File: src/rtl/life_gen_scheduler.sv
// Purpose : paces Game of Life generations against VGA frames, launches the update engine, swaps ping-pong banks on vsync.
// Latency : eng_start one cycle after the launching frame tick (or step); bank swap registered on the frame-tick edge.
// Backpress: start/done handshake with one generation in flight; a stalled engine is abandoned after TIMEOUT cycles.
// Optional engine seeding (seed_req/seed_mode) is compiled in when LIFE_SEED_EN is defined.
module life_gen_scheduler #(
    parameter logic        VSYNC_POL = 1'b1,
    parameter int          SPEED_W   = 4,
    parameter int          GEN_W     = 16,
    parameter logic [31:0] TIMEOUT   = 32'd600000
) (
    input  logic               clk_36MHz,
    input  logic               rst_n,
    input  logic               vsync,
    input  logic               run,
    input  logic               step,
    input  logic [SPEED_W-1:0] speed,
    output logic               eng_start,
    input  logic               eng_done,
    output logic               disp_bank,
    output logic               work_bank,
    output logic               busy,
    output logic [GEN_W-1:0]   gen_count,
    output logic               timeout_err
`ifdef LIFE_SEED_EN
    ,
    input  logic               seed_req,
    output logic               seed_mode
`endif
);

    typedef enum logic [1:0] {
        IDLE       = 2'd0,
        WAIT_FRAME = 2'd1,
        COMPUTE    = 2'd2,
        WAIT_SWAP  = 2'd3
    } state_t;

    state_t             state;
    logic               vsync_q;
    logic               frame_tick;
    logic [SPEED_W-1:0] frame_cnt;
    logic [SPEED_W-1:0] spd_m1;
    logic               interval_done;
    logic [31:0]        wdog;
    logic               idle_go;
    logic               launch;
    logic               do_swap;
    logic               wd_expire;

    // A frame starts on the inactive-to-active edge of vsync.
    assign frame_tick = (vsync == VSYNC_POL) && (vsync_q != VSYNC_POL);

    // speed 0 behaves as 1 frame per generation.
    assign spd_m1 = (speed == '0) ? '0 : speed - SPEED_W'(1);

    // >= rather than == so that lowering speed mid-interval still launches at the next tick.
    assign interval_done = (frame_cnt >= spd_m1);

`ifdef LIFE_SEED_EN
    // A seed request while stopped launches a generation just like step.
    assign idle_go = step | seed_req;
`else
    assign idle_go = step;
`endif

    assign launch = ((state == IDLE) && !run && idle_go) ||
                    ((state == WAIT_FRAME) && run && frame_tick && interval_done);

    // Swap only on a frame tick: either done arrives together with the tick, or the tick ends WAIT_SWAP.
    assign do_swap = frame_tick &&
                     (((state == COMPUTE) && eng_done) || (state == WAIT_SWAP));

    // Done in the last permitted cycle still wins over the watchdog.
    assign wd_expire = (state == COMPUTE) && !eng_done && (wdog == TIMEOUT - 32'd1);

    assign work_bank = ~disp_bank;

    // Register vsync once for edge detection.
    always_ff @(posedge clk_36MHz or negedge rst_n) begin
        if (!rst_n) begin
            vsync_q <= ~VSYNC_POL;
        end else begin
            vsync_q <= vsync;
        end
    end

    // Generation sequencer: frame pacing, engine launch, watchdog and frame-aligned bank swap.
    always_ff @(posedge clk_36MHz or negedge rst_n) begin
        if (!rst_n) begin
            state       <= IDLE;
            eng_start   <= 1'b0;
            disp_bank   <= 1'b0;
            busy        <= 1'b0;
            gen_count   <= '0;
            timeout_err <= 1'b0;
            frame_cnt   <= '0;
            wdog        <= '0;
        end else begin
            eng_start <= launch;

            if (launch) begin
                wdog <= '0;
            end else if (state == COMPUTE) begin
                wdog <= wdog + 32'd1;
            end

            case (state)
                IDLE: begin
                    if (run) begin
                        state     <= WAIT_FRAME;
                        busy      <= 1'b1;
                        frame_cnt <= '0;
                    end else if (launch) begin
                        state <= COMPUTE;
                        busy  <= 1'b1;
                    end
                end
                WAIT_FRAME: begin
                    if (!run) begin
                        state <= IDLE;
                        busy  <= 1'b0;
                    end else if (launch) begin
                        state <= COMPUTE;
                    end else if (frame_tick) begin
                        frame_cnt <= frame_cnt + SPEED_W'(1);
                    end
                end
                COMPUTE: begin
                    if (eng_done) begin
                        if (!frame_tick) begin
                            state <= WAIT_SWAP;
                        end
                    end else if (wd_expire) begin
                        timeout_err <= 1'b1;
                        state       <= IDLE;
                        busy        <= 1'b0;
                    end
                end
                WAIT_SWAP: begin
                    // Leaves only through the swap below.
                end
                default: begin
                    state <= IDLE;
                    busy  <= 1'b0;
                end
            endcase

            // The swap tick already consumed frame slot 0 of the next interval, hence the load of 1.
            if (do_swap) begin
                disp_bank <= ~disp_bank;
                gen_count <= gen_count + GEN_W'(1);
                frame_cnt <= SPEED_W'(1);
                state     <= run ? WAIT_FRAME : IDLE;
                busy      <= run;
            end
        end
    end

`ifdef LIFE_SEED_EN
    logic seed_pend;

    // Remember seed requests and tag the next engine launch with seed_mode until it completes.
    always_ff @(posedge clk_36MHz or negedge rst_n) begin
        if (!rst_n) begin
            seed_pend <= 1'b0;
            seed_mode <= 1'b0;
        end else if (launch) begin
            seed_mode <= seed_pend | seed_req;
            seed_pend <= 1'b0;
        end else begin
            if (seed_req) begin
                seed_pend <= 1'b1;
            end
            if ((state == COMPUTE) && (eng_done || wd_expire)) begin
                seed_mode <= 1'b0;
            end
        end
    end
`endif

endmodule

File: config.mk
export PLATFORM = sky130hd
export DESIGN_NAME = life_gen_scheduler
export DESIGN_NICKNAME = d
export VERILOG_FILES = /design/src/rtl/life_gen_scheduler.sv
export SDC_FILE = /design/constraint.sdc
export NUM_CORES = 1
export LEC_CHECK = 0
export ABC_AREA = 1
export CORE_MARGIN = 10
export CORE_UTILIZATION = 50
export CTS_CLUSTER_DIAMETER = 40
export DETAILED_ROUTE_END_ITERATION = 12
export DONT_BUFFER_PORTS = 1
export PLACE_DENSITY_LB_ADDON = 0.05
export SKIP_CTS_REPAIR_TIMING = 1
export SLEW_MARGIN = 15
export SYNTH_ARGS = -nofsm -noshare
export SYNTH_HDL_FRONTEND = slang
export SYNTH_SLANG_ARGS = --single-unit
File: constraint.sdc
create_clock -name clk_36MHz -period 3.95 [get_ports clk_36MHz]
set_clock_uncertainty 0.15 [all_clocks]
set_input_delay 0.9875 -clock clk_36MHz [delete_from_list [all_inputs] [get_ports clk_36MHz]]
set_output_delay 0.9875 -clock clk_36MHz [all_outputs]
set_load 0.05 [all_outputs]
## Word level (Yosys, flattened, before mapping)

Cells that the tools add are included.

| cells by class | value |
|---|---|
| bitwise logic cells | 3 |
| add/sub/neg operators | 4 |
| magnitude comparators | 1 |
| reduce and logical (&&, ||, !) cells | 23 |
| multiply operators | 0 |
| divide/modulo/power cells | 0 |
| muxes and demuxes | 25 |
| shifts and indexed selects | 0 |
| equality and inequality tests | 14 |

Operator list:

| kind | number |
|---|---|
| two-way mux 32 bit | 2 |
| adder 32 x 1 -> 32 bit (second input constant) | 1 |
| == test 32 x 20 -> 1 bit (second input constant) | 1 |
| two-way mux 4 bit | 6 |
| != test 3 bit (second input constant) | 7 |
| adder 16 x 1 -> 16 bit (second input constant) | 1 |
| two-way mux 2 bit | 7 |
| != test 4 bit (second input constant) | 3 |
| logical AND 1 bit | 10 |
| AND reduction 5 bit | 2 |
| one-hot mux 4 bit (2 select lines) | 1 |
| two-way mux 1 bit | 7 |
| one-hot mux 2 bit (3 select lines) | 1 |
| AND reduction 3 bit | 2 |
| adder 4 x 1 -> 4 bit (second input constant) | 1 |
| == test 2 bit (second input constant) | 2 |
| greater-or-equal comparator 4 bit | 1 |
| zero test 4 bit | 1 |
| nonzero test 4 bit | 1 |
| subtractor 4 x 1 -> 4 bit (second input constant) | 1 |
| NOT 1 bit | 3 |
| one-hot mux 1 bit (3 select lines) | 1 |
| nonzero test 3 bit | 1 |
| == test 2 x 1 -> 1 bit (second input constant) | 1 |
| 4 further kinds | 6 |

| storage, ports and cells | value |
|---|---|
| register bits | 59 |
| RAM bits | 0 |
| latch bits | 0 |
| memories kept | 0 |
| memory bits (read-only) | 0 |
| word-level logic and storage cells | 79 |
| input port bits | 10 |

## Logic depth before layout (Yosys ltp)

Gate-level depths: netlist of the first run.

| logic depth | value |
|---|---|
| word-level depth | 9 |
| depth in mapped cells | 16 |

## Worst setup path after synthesis of the first run

No wires, ideal clock.

| timing | value |
|---|---|
| kind | input -> register |
| start | input speed[1] |
| end | register frame_cnt[3] |
| setup slack | 1207 ps |
| data required time | 3680 ps |
| library setup time | 120 ps |
| stages | 14 |
| arrival time | 2474 ps |
| cell sequence | nor3_1 o21ai_0 ha_1 nand2_1 inv_1 nand2_1 nand3_1 nand2_1 nand2_2 inv_1 buf_2 nand3_1 o21ai_0 nor2_1 |

| on the way | value |
|---|---|
| cells in the longest elaborated chain, start to end | 7 |
| elaborated cells on any way between the ends | 8 |
| classes of those cells | add/sub: 1; order compare: 1; eq/ne: 1; mux: 1; reduce/logical: 4 |

Ends and longest elaborated chain:

| what | RTL line | RTL |
|---|---|---|
| start, declared | 16 | `input logic [SPEED_W-1:0] speed,` |
| subtractor 4 x 1 -> 4 bit or zero test 4 bit (tied branches) | 54 | `assign spd_m1 = (speed == '0) ? '0 : speed - SPEED_W'(1);` |
| two-way mux 4 bit (*) | 54 |  |
| greater-or-equal comparator 4 bit (*) | 57 | `assign interval_done = (frame_cnt >= spd_m1);` |
| logical AND 1 bit (*) | 67 | `((state == WAIT_FRAME) && run && frame_tick && interval_done);` |
| logical OR 1 bit (*) | 66 | `assign launch = ((state == IDLE) && !run && idle_go) \|\|` |
| != test 3 bit (no source line) (*) | n/a |  |
| AND reduction 5 bit (no source line) (*) | n/a |  |
| end signal, assigned | 125 | `frame_cnt <= frame_cnt + SPEED_W'(1);` |
| end, declared | 41 | `logic [SPEED_W-1:0] frame_cnt;` |

Mark *: on every way between the ends. The rest lies on a longest branch, timed or not.
A chain may end at the register's enable or synchronous reset.

## Final worst setup path of the first run

| timing | value |
|---|---|
| start | input speed[2] |
| end | register wdog[22] |

| on the way | value |
|---|---|
| cells in the longest elaborated chain, start to end | 6 |
| elaborated cells on any way between the ends | 8 |
| classes of those cells | add/sub: 1; order compare: 1; mux: 2; reduce/logical: 4 |

Ends and longest elaborated chain:

| what | RTL line | RTL |
|---|---|---|
| subtractor 4 x 1 -> 4 bit or zero test 4 bit (tied branches) | 54 |  |
| two-way mux 4 bit (*) | 54 |  |
| greater-or-equal comparator 4 bit (*) | 57 |  |
| logical AND 1 bit (*) | 67 |  |
| logical OR 1 bit (*) | 66 |  |
| two-way mux 32 bit or nonzero test 2 bit (tied branches) | n/a |  |
| end signal, assigned | 104 | `wdog <= wdog + 32'd1;` |
| end, declared | 44 | `logic [31:0] wdog;` |

Marks and branches as above.

==> impl_metrics.py, run 1 <==
metrics = {
    "outcome": {
        "outcome": "complete, no violations",
    },
    "layout": {
        "nNetsFinal": 540,
        "layout-drive-gt1-share_pct": 7.27,
        "area_growth_syn_to_layout_pct": 7.72,
        "final_cell_mix": "nand2_1 (131), nor2_1 (67), inv_1 (67)",
        "layout_commonest_cell": "nand2_1",
        "antenna_cells": 0,
    },
    "floorplan": {
        "ios": 31,
        "coreArea_um2": 7210,
        "die_area_um2": 11200,
        "die_h_um": 106,
        "die_w_um": 106,
        "initial_core_util_pct": 51.2,
        "rows": 31,
    },
    "cts": {
        "numCtsBuffers": 9,
        "clock_latency_ns": 0.35,
        "cts_htree_levels": 3,
        "cts.sinks": 59,
        "cts_tree": "built",
        "clkTransAtPathRegs_ns": 0.09,
        "clockBufferDepth": 2,
        "cts_root_buffer": "clkbuf_8",
    },
    "synth": {
        "syn-cell-area_um2": 3700,
        "ys_seq_elements": 59,
        "synth_cell_type_count": 31,
        "synthCells": 511,
        "ys.flop_type": "dfrtp_1",
        "syn-num-nets": 533,
        "async_flop_share_pct": 100,
        "synth_area_per_cell_um2": 7.24,
        "synth_top_cells_by_area": "dfrtp_1 (40%), nand2_1 (13%), inv_1 (6.8%), nor2_1 (6.8%), nand3_1 (5.8%)",
        "synth_edf_count": 0,
        "yosys.area.top_type": "dfrtp_1",
        "yosysWarnings": 0,
        "synth_top_area_share_pct": 39.9,
        "seq_area_frac_synth_pct": 39.9,
    },
    "global_routing": {
        "grt_use_total_pct": 16.3,
        "grt_pass1_vias": 3312,
        "grt_max_degree": 60,
        "grt.overflow.total": 0,
        "grt_pass1_wl_um": 15300,
        "antenna_found_initial": 0,
    },
    "detailed_routing": {
        "ant_nets": 0,
        "dr_total_vias": 3221,
        "via_per_inst": 5.18,
        "firstDrtPassIters": 5,
        "drt-initial-drc-count": 166,
        "wl_per_cell_um": 13.7,
        "drt_wl_total_um": 8530,
        "drc_errors": 0,
    },
    "run": {
        "drv_cap": 0,
    },
    "pwr": {
        "vdd_drop_max_mv": 0.416,
        "combinationalPowerShare_pct": 24.2,
        "p_clk_share_pct": 28.6,
        "p_total_uw": 1740,
        "p_leak_uw": 0.00192,
        "p_int_uw": 1030,
        "p_switching_uw": 713,
        "sw_frac_of_total_pct": 40.9,
        "p_per_area_nw_per_um2": 438,
        "seq_power_share_pct": 47.2,
    },
    "sta": {
        "clock.fmax_mhz": 354,
        "finalSetupViolCount": 0,
        "final_max_slew_viol_count": 0,
        "finalHoldViolations": 0,
        "min_period_over_period_pct": 71.6,
        "worst_pin_slew_ns": 0.603,
        "fin_crit_ns": 2.83,
        "tns_ns": 0,
        "rsz0062_at_grt": "no",
        "slew_headroom_pct": 59.8,
    },
    "critical_path": {
        "cp_data_required_time_ns": 4.03,
        "crit_type": "input pin to register",
        "crit_chain": "nor2_1, nor3_1, o21ai_0, ha_1, nand2_1, inv_1, nand2_1, nand3_1, nand2_1, nand2_2, nor2_1, inv_1, a21oi_1, nor2_1",
        "cpMaxStageDelayCell": "nor2_1",
        "start_kind": "input pin",
        "slowest_delay_ns": 0.28,
        "critPathCaptureType": "register",
        "r2r-start": "state[0]",
        "worstSetupStartpoint": "speed[2]",
        "cp.arrival_ns": 2.91,
        "critPathMaxFanout": 18,
    },
    "place": {
        "place_congestion": 0.925,
        "hpwl_um": 6420,
        "io_buffers": 0,
    },
    "min_path": {
        "hp-class": "input pin to asynchronous set/reset pin",
    },
}
==> Yosys cell counts (2+ instances only) <==
cell,count
nor4_1,2
o21ai_0,23
nor2_1,67
buf_2,3
nor3_2,4
nand2_2,3
inv_1,67
inv_2,3
nand2_1,131
dfrtp_1,59
a31oi_1,2
nor2_2,3
nand3_1,43
xnor2_1,7
nor3_1,19
buf_1,2
nand4_1,14
a21oi_1,16
nor2_4,4
ha_1,12
xor2_1,17
==> layout make-up <==
cell class	instances	area [µm²]
Clock buffer	9	124
Clock inverter	7	52.6
Fill cell	749	3230
Inverter	70	263
Multi-Input combinational cell	376	1930
Sequential cell	59	1480
Tap cell	99	124
Timing Repair Buffer	2	15.0
==> worst max-delay path: cells and delay by family <==
family	cells	cell delay (ns)
compound gates	2	0.33
fa+ha+maj	1	0.27
buf+inv	2	0.22
simple gates	9	1.10
==> registers in the layout (all words and copies together), names as in the netlist <==
register     flops
wdog            32
gen_count       16
frame_cnt        4
state            2
busy             1
disp_bank        1
eng_start        1
timeout_err      1
vsync_q          1
==> stage by stage <==
stage	hold WS [ns]	utilization [%]	cells	instance area (µm²)	setup slack (ns)
detailed placement	0.377	52.8	606	3810	0.768
global placement	0.365	52.8	606	3810	0.909
finish	0.170	55.2	622	3980	1.12
CTS	0.164	55.2	622	3980	1.11
floorplan	0.326	-	511	3700	1.21
global route	0.154	55.2	622	3980	0.859
==> cell families after synthesis <==
| logic type | synth area share (%) |
|---|---|
| AOI/OAI and AO/OA | 6.19 |
| xor gates and xnor gates | 5.69 |
| adders and majority gates | 4.06 |
| buffers and inverters | 7.92 |
| DFF | 39.9 |
| and+or+nand+nor | 36.2 |
==> power groups by stage <==
stage	clock network [µW]	logic, µW	registers [µW]
5_1_grt	537	495	832
6_report	499	422	822
4_1_cts	507	423	823
3_3_place_gp	0	412	835
3_5_place_dp	0	422	834
2_1_floorplan	0	345	815
==> path summary, 6_finish.rpt <==
check | depth (start not counted) | end | slack (ns)
hold reg to reg | 1 | wdog[16] | 0.39
hold / removal | 0 | wdog[14] | 0.17
setup reg to reg | 11 | gen_count[15] | 1.47
setup / recovery | 14 | wdog[22] | 1.12
max in group asynchronous | 0 | wdog[3] | 3.37
min in group clk_36MHz | 1 | wdog[16] | 0.39
==> routing by layer <==
| metal | vias to the layer above | wire, µm | track usage (%) | share of wire (%) |
|---|---|---|---|---|
| met5 | - | 0 | 0 | 0 |
| met4 | 0 | 148 | 6.48 | 1.7 |
| met3 | 17 | 449 | 4.11 | 5.3 |
| met2 | 51 | 4010 | 27.0 | 47 |
| met1 | 1503 | 3910 | 19.9 | 46 |
| li1 | 1650 | - | - | - |
Power figures use the tool's default switching activity.
==> run 2, diff against run 1 <==
==> constraint.sdc (replaced) <==
create_clock -name clk_36MHz -period 2.8 [get_ports clk_36MHz]
set_clock_uncertainty 0.15 [all_clocks]
set_input_delay 0.7 -clock clk_36MHz [delete_from_list [all_inputs] [get_ports clk_36MHz]]
set_output_delay 0.7 -clock clk_36MHz [all_outputs]
set_load 0.05 [all_outputs]
==> run 2 against run 1 <==
  * Setup slack got worse by 0.56 ns
  * Highest routed layer unchanged
  * Power increased by 56%
  * Flip-flop and latch count unchanged
==> impl_metrics.py, run 2 (synthesis results as in run 1) <==
metrics = {
    "pwr": {
        "p_total_uw": 2730,
        "p_leak_uw": 0.00199,
        "p_per_area_nw_per_um2": 663,
        "vdd_drop_max_mv": 0.662,
    },
    "detailed_routing": {
        "wl_per_cell_um": 13.6,
        "drc_errors": 0,
        "firstDrtPassIters": 4,
        "drt_wl_total_um": 8540,
        "via_per_inst": 5.15,
        "drt-initial-drc-count": 145,
        "ant_nets": 0,
        "dr_total_vias": 3242,
    },
    "place": {
        "pre_cts_ws_ns": 0.196,
        "dp.cells": 612,
        "io_buffers": 0,
        "placed_cell_area_um2": 3850,
        "hpwl_um": 6390,
        "place_congestion": 0.882,
    },
    "global_routing": {
        "grt_use_total_pct": 15.5,
        "use_met2_pct": 25.7,
        "grt_use_met3_pct": 4.71,
        "grt.overflow.total": 0,
        "grt_max_degree": 60,
        "use_met1_pct": 18.7,
        "top_usage_layer": "met2",
        "grt_pass1_vias": 3191,
        "grt_pass1_wl_um": 14600,
        "antenna_found_initial": 0,
    },
    "cts": {
        "cts.sinks": 59,
        "clock_latency_ns": 0.35,
        "cts_tree": "built",
        "clockBufferDepth": 2,
        "cts_htree_levels": 3,
        "clkTransAtPathRegs_ns": 0.07,
        "cts_root_buffer": "clkbuf_8",
        "numCtsBuffers": 9,
    },
    "layout": {
        "layout_commonest_cell": "nand2_1",
        "nNetsFinal": 547,
        "largest_reg_flops": 32,
        "final_cell_mix": "nand2_1 (131), nor2_1 (67), inv_1 (67)",
        "layout-drive-gt1-share_pct": 8.49,
        "largestRegisters": "wdog (32), gen_count (16), frame_cnt (4)",
        "area_growth_syn_to_layout_pct": 11.3,
        "fin_cells": 629,
        "antenna_cells": 0,
        "fillCellCount": 711,
        "final_area_um2": 4120,
        "largest-register": "wdog",
    },
    "critical_path": {
        "critPathMaxFanout": 18,
        "crit_type": "input pin to register",
        "critPathCaptureType": "register",
        "reg2reg_to": "state[1]",
        "cp_data_required_time_ns": 2.92,
        "cp.arrival_ns": 2.36,
        "r2r-start": "state[0]",
        "ff2ff_setup_slack_ns": 0.57,
        "r2r_cells": 12,
        "start_kind": "input pin",
    },
    "sta": {
        "finalHoldViolations": 0,
        "finalSetupViolCount": 0,
        "slew_headroom_pct": 60.3,
        "tns_ns": 0,
        "setup_slack_ns": 0.558,
        "final_max_slew_viol_count": 0,
        "rsz0062_at_grt": "no",
        "clock.fmax_mhz": 446,
        "worst_pin_slew_ns": 0.595,
        "fin_crit_ns": 2.24,
        "min_period_over_period_pct": 80.1,
    },
    "floorplan": {
        "rows": 31,
        "die_h_um": 106,
        "ios": 31,
        "coreArea_um2": 7210,
        "die_w_um": 106,
        "initial_core_util_pct": 51.2,
        "die_area_um2": 11200,
    },
    "min_path": {
        "hp-class": "input pin to asynchronous set/reset pin",
    },
    "outcome": {
        "outcome": "complete, no violations",
    },
    "run": {
        "drv_cap": 0,
    },
}
[run 2: cell count changes in the layout (fill, tap and decap cells not counted), sizes merged]
| cell | delta |
|---|---|
| bufinv | +2 |
| clkinv | -3 |
| clkbuf | +2 |
| buf | +7 |
| inv | -1 |
[run 2: critical path, stage by stage]
cell and delay [ns]:
nor3_1 0.22, o21ai_0 0.12, ha_1 0.30, nand2_1 0.06, inv_1 0.03, nand2_1 0.05, nand3_1 0.07, nand2_1 0.12
nand2_2 0.09, inv_1 0.10, buf_4 0.23, o21ai_0 0.12, a31oi_1 0.14
[run 2: metal layers]
layer,vias to the layer above,wire length (µm)
met5,-,0
li1,1670,-
met1,1487,3890
met4,0,119
met3,13,465
met2,72,4060
[run 2: cell type report]
type                            instances  area [µm²]  area share, %
Inverter                               70         263           6.38
Tap cell                               99         124           3.01
Timing Repair Buffer                    9        87.6           2.13
Multi-Input combinational cell        376        1930           46.9
Clock inverter                          5        85.1           2.07
Sequential cell                        59        1480           35.9
Clock buffer                           11         151           3.68
[run 2: how the worst max path moves through the flow]
stage / from / end / slack, ns / cells after the start
global route: speed[2] / wdog[18] / 0.31 / 14
finish: speed[1] / wdog[16] / 0.56 / 13
floorplan: speed[1] / frame_cnt[3] / 0.34 / 14
global placement: speed[1] / wdog[16] / 0.32 / 13
CTS: speed[1] / wdog[16] / 0.55 / 13
detailed placement: speed[1] / wdog[16] / 0.20 / 13
[run 2: power breakdown]
group          leakage, µW  internal [µW]  switching, µW
logic              0.00109            232            495
clock network     0.000116            552            356
registers         0.000783            931            161
[run 2: metrics by stage]
stage / utilization [%] / hold slack, ns
after floorplan: - / 0.254
after global placement: 53.4 / 0.257
after detailed placement: 53.4 / 0.257
after CTS: 56.7 / -0.127
after global routing: 57.0 / 0.0769
final: 57.0 / 0.0684
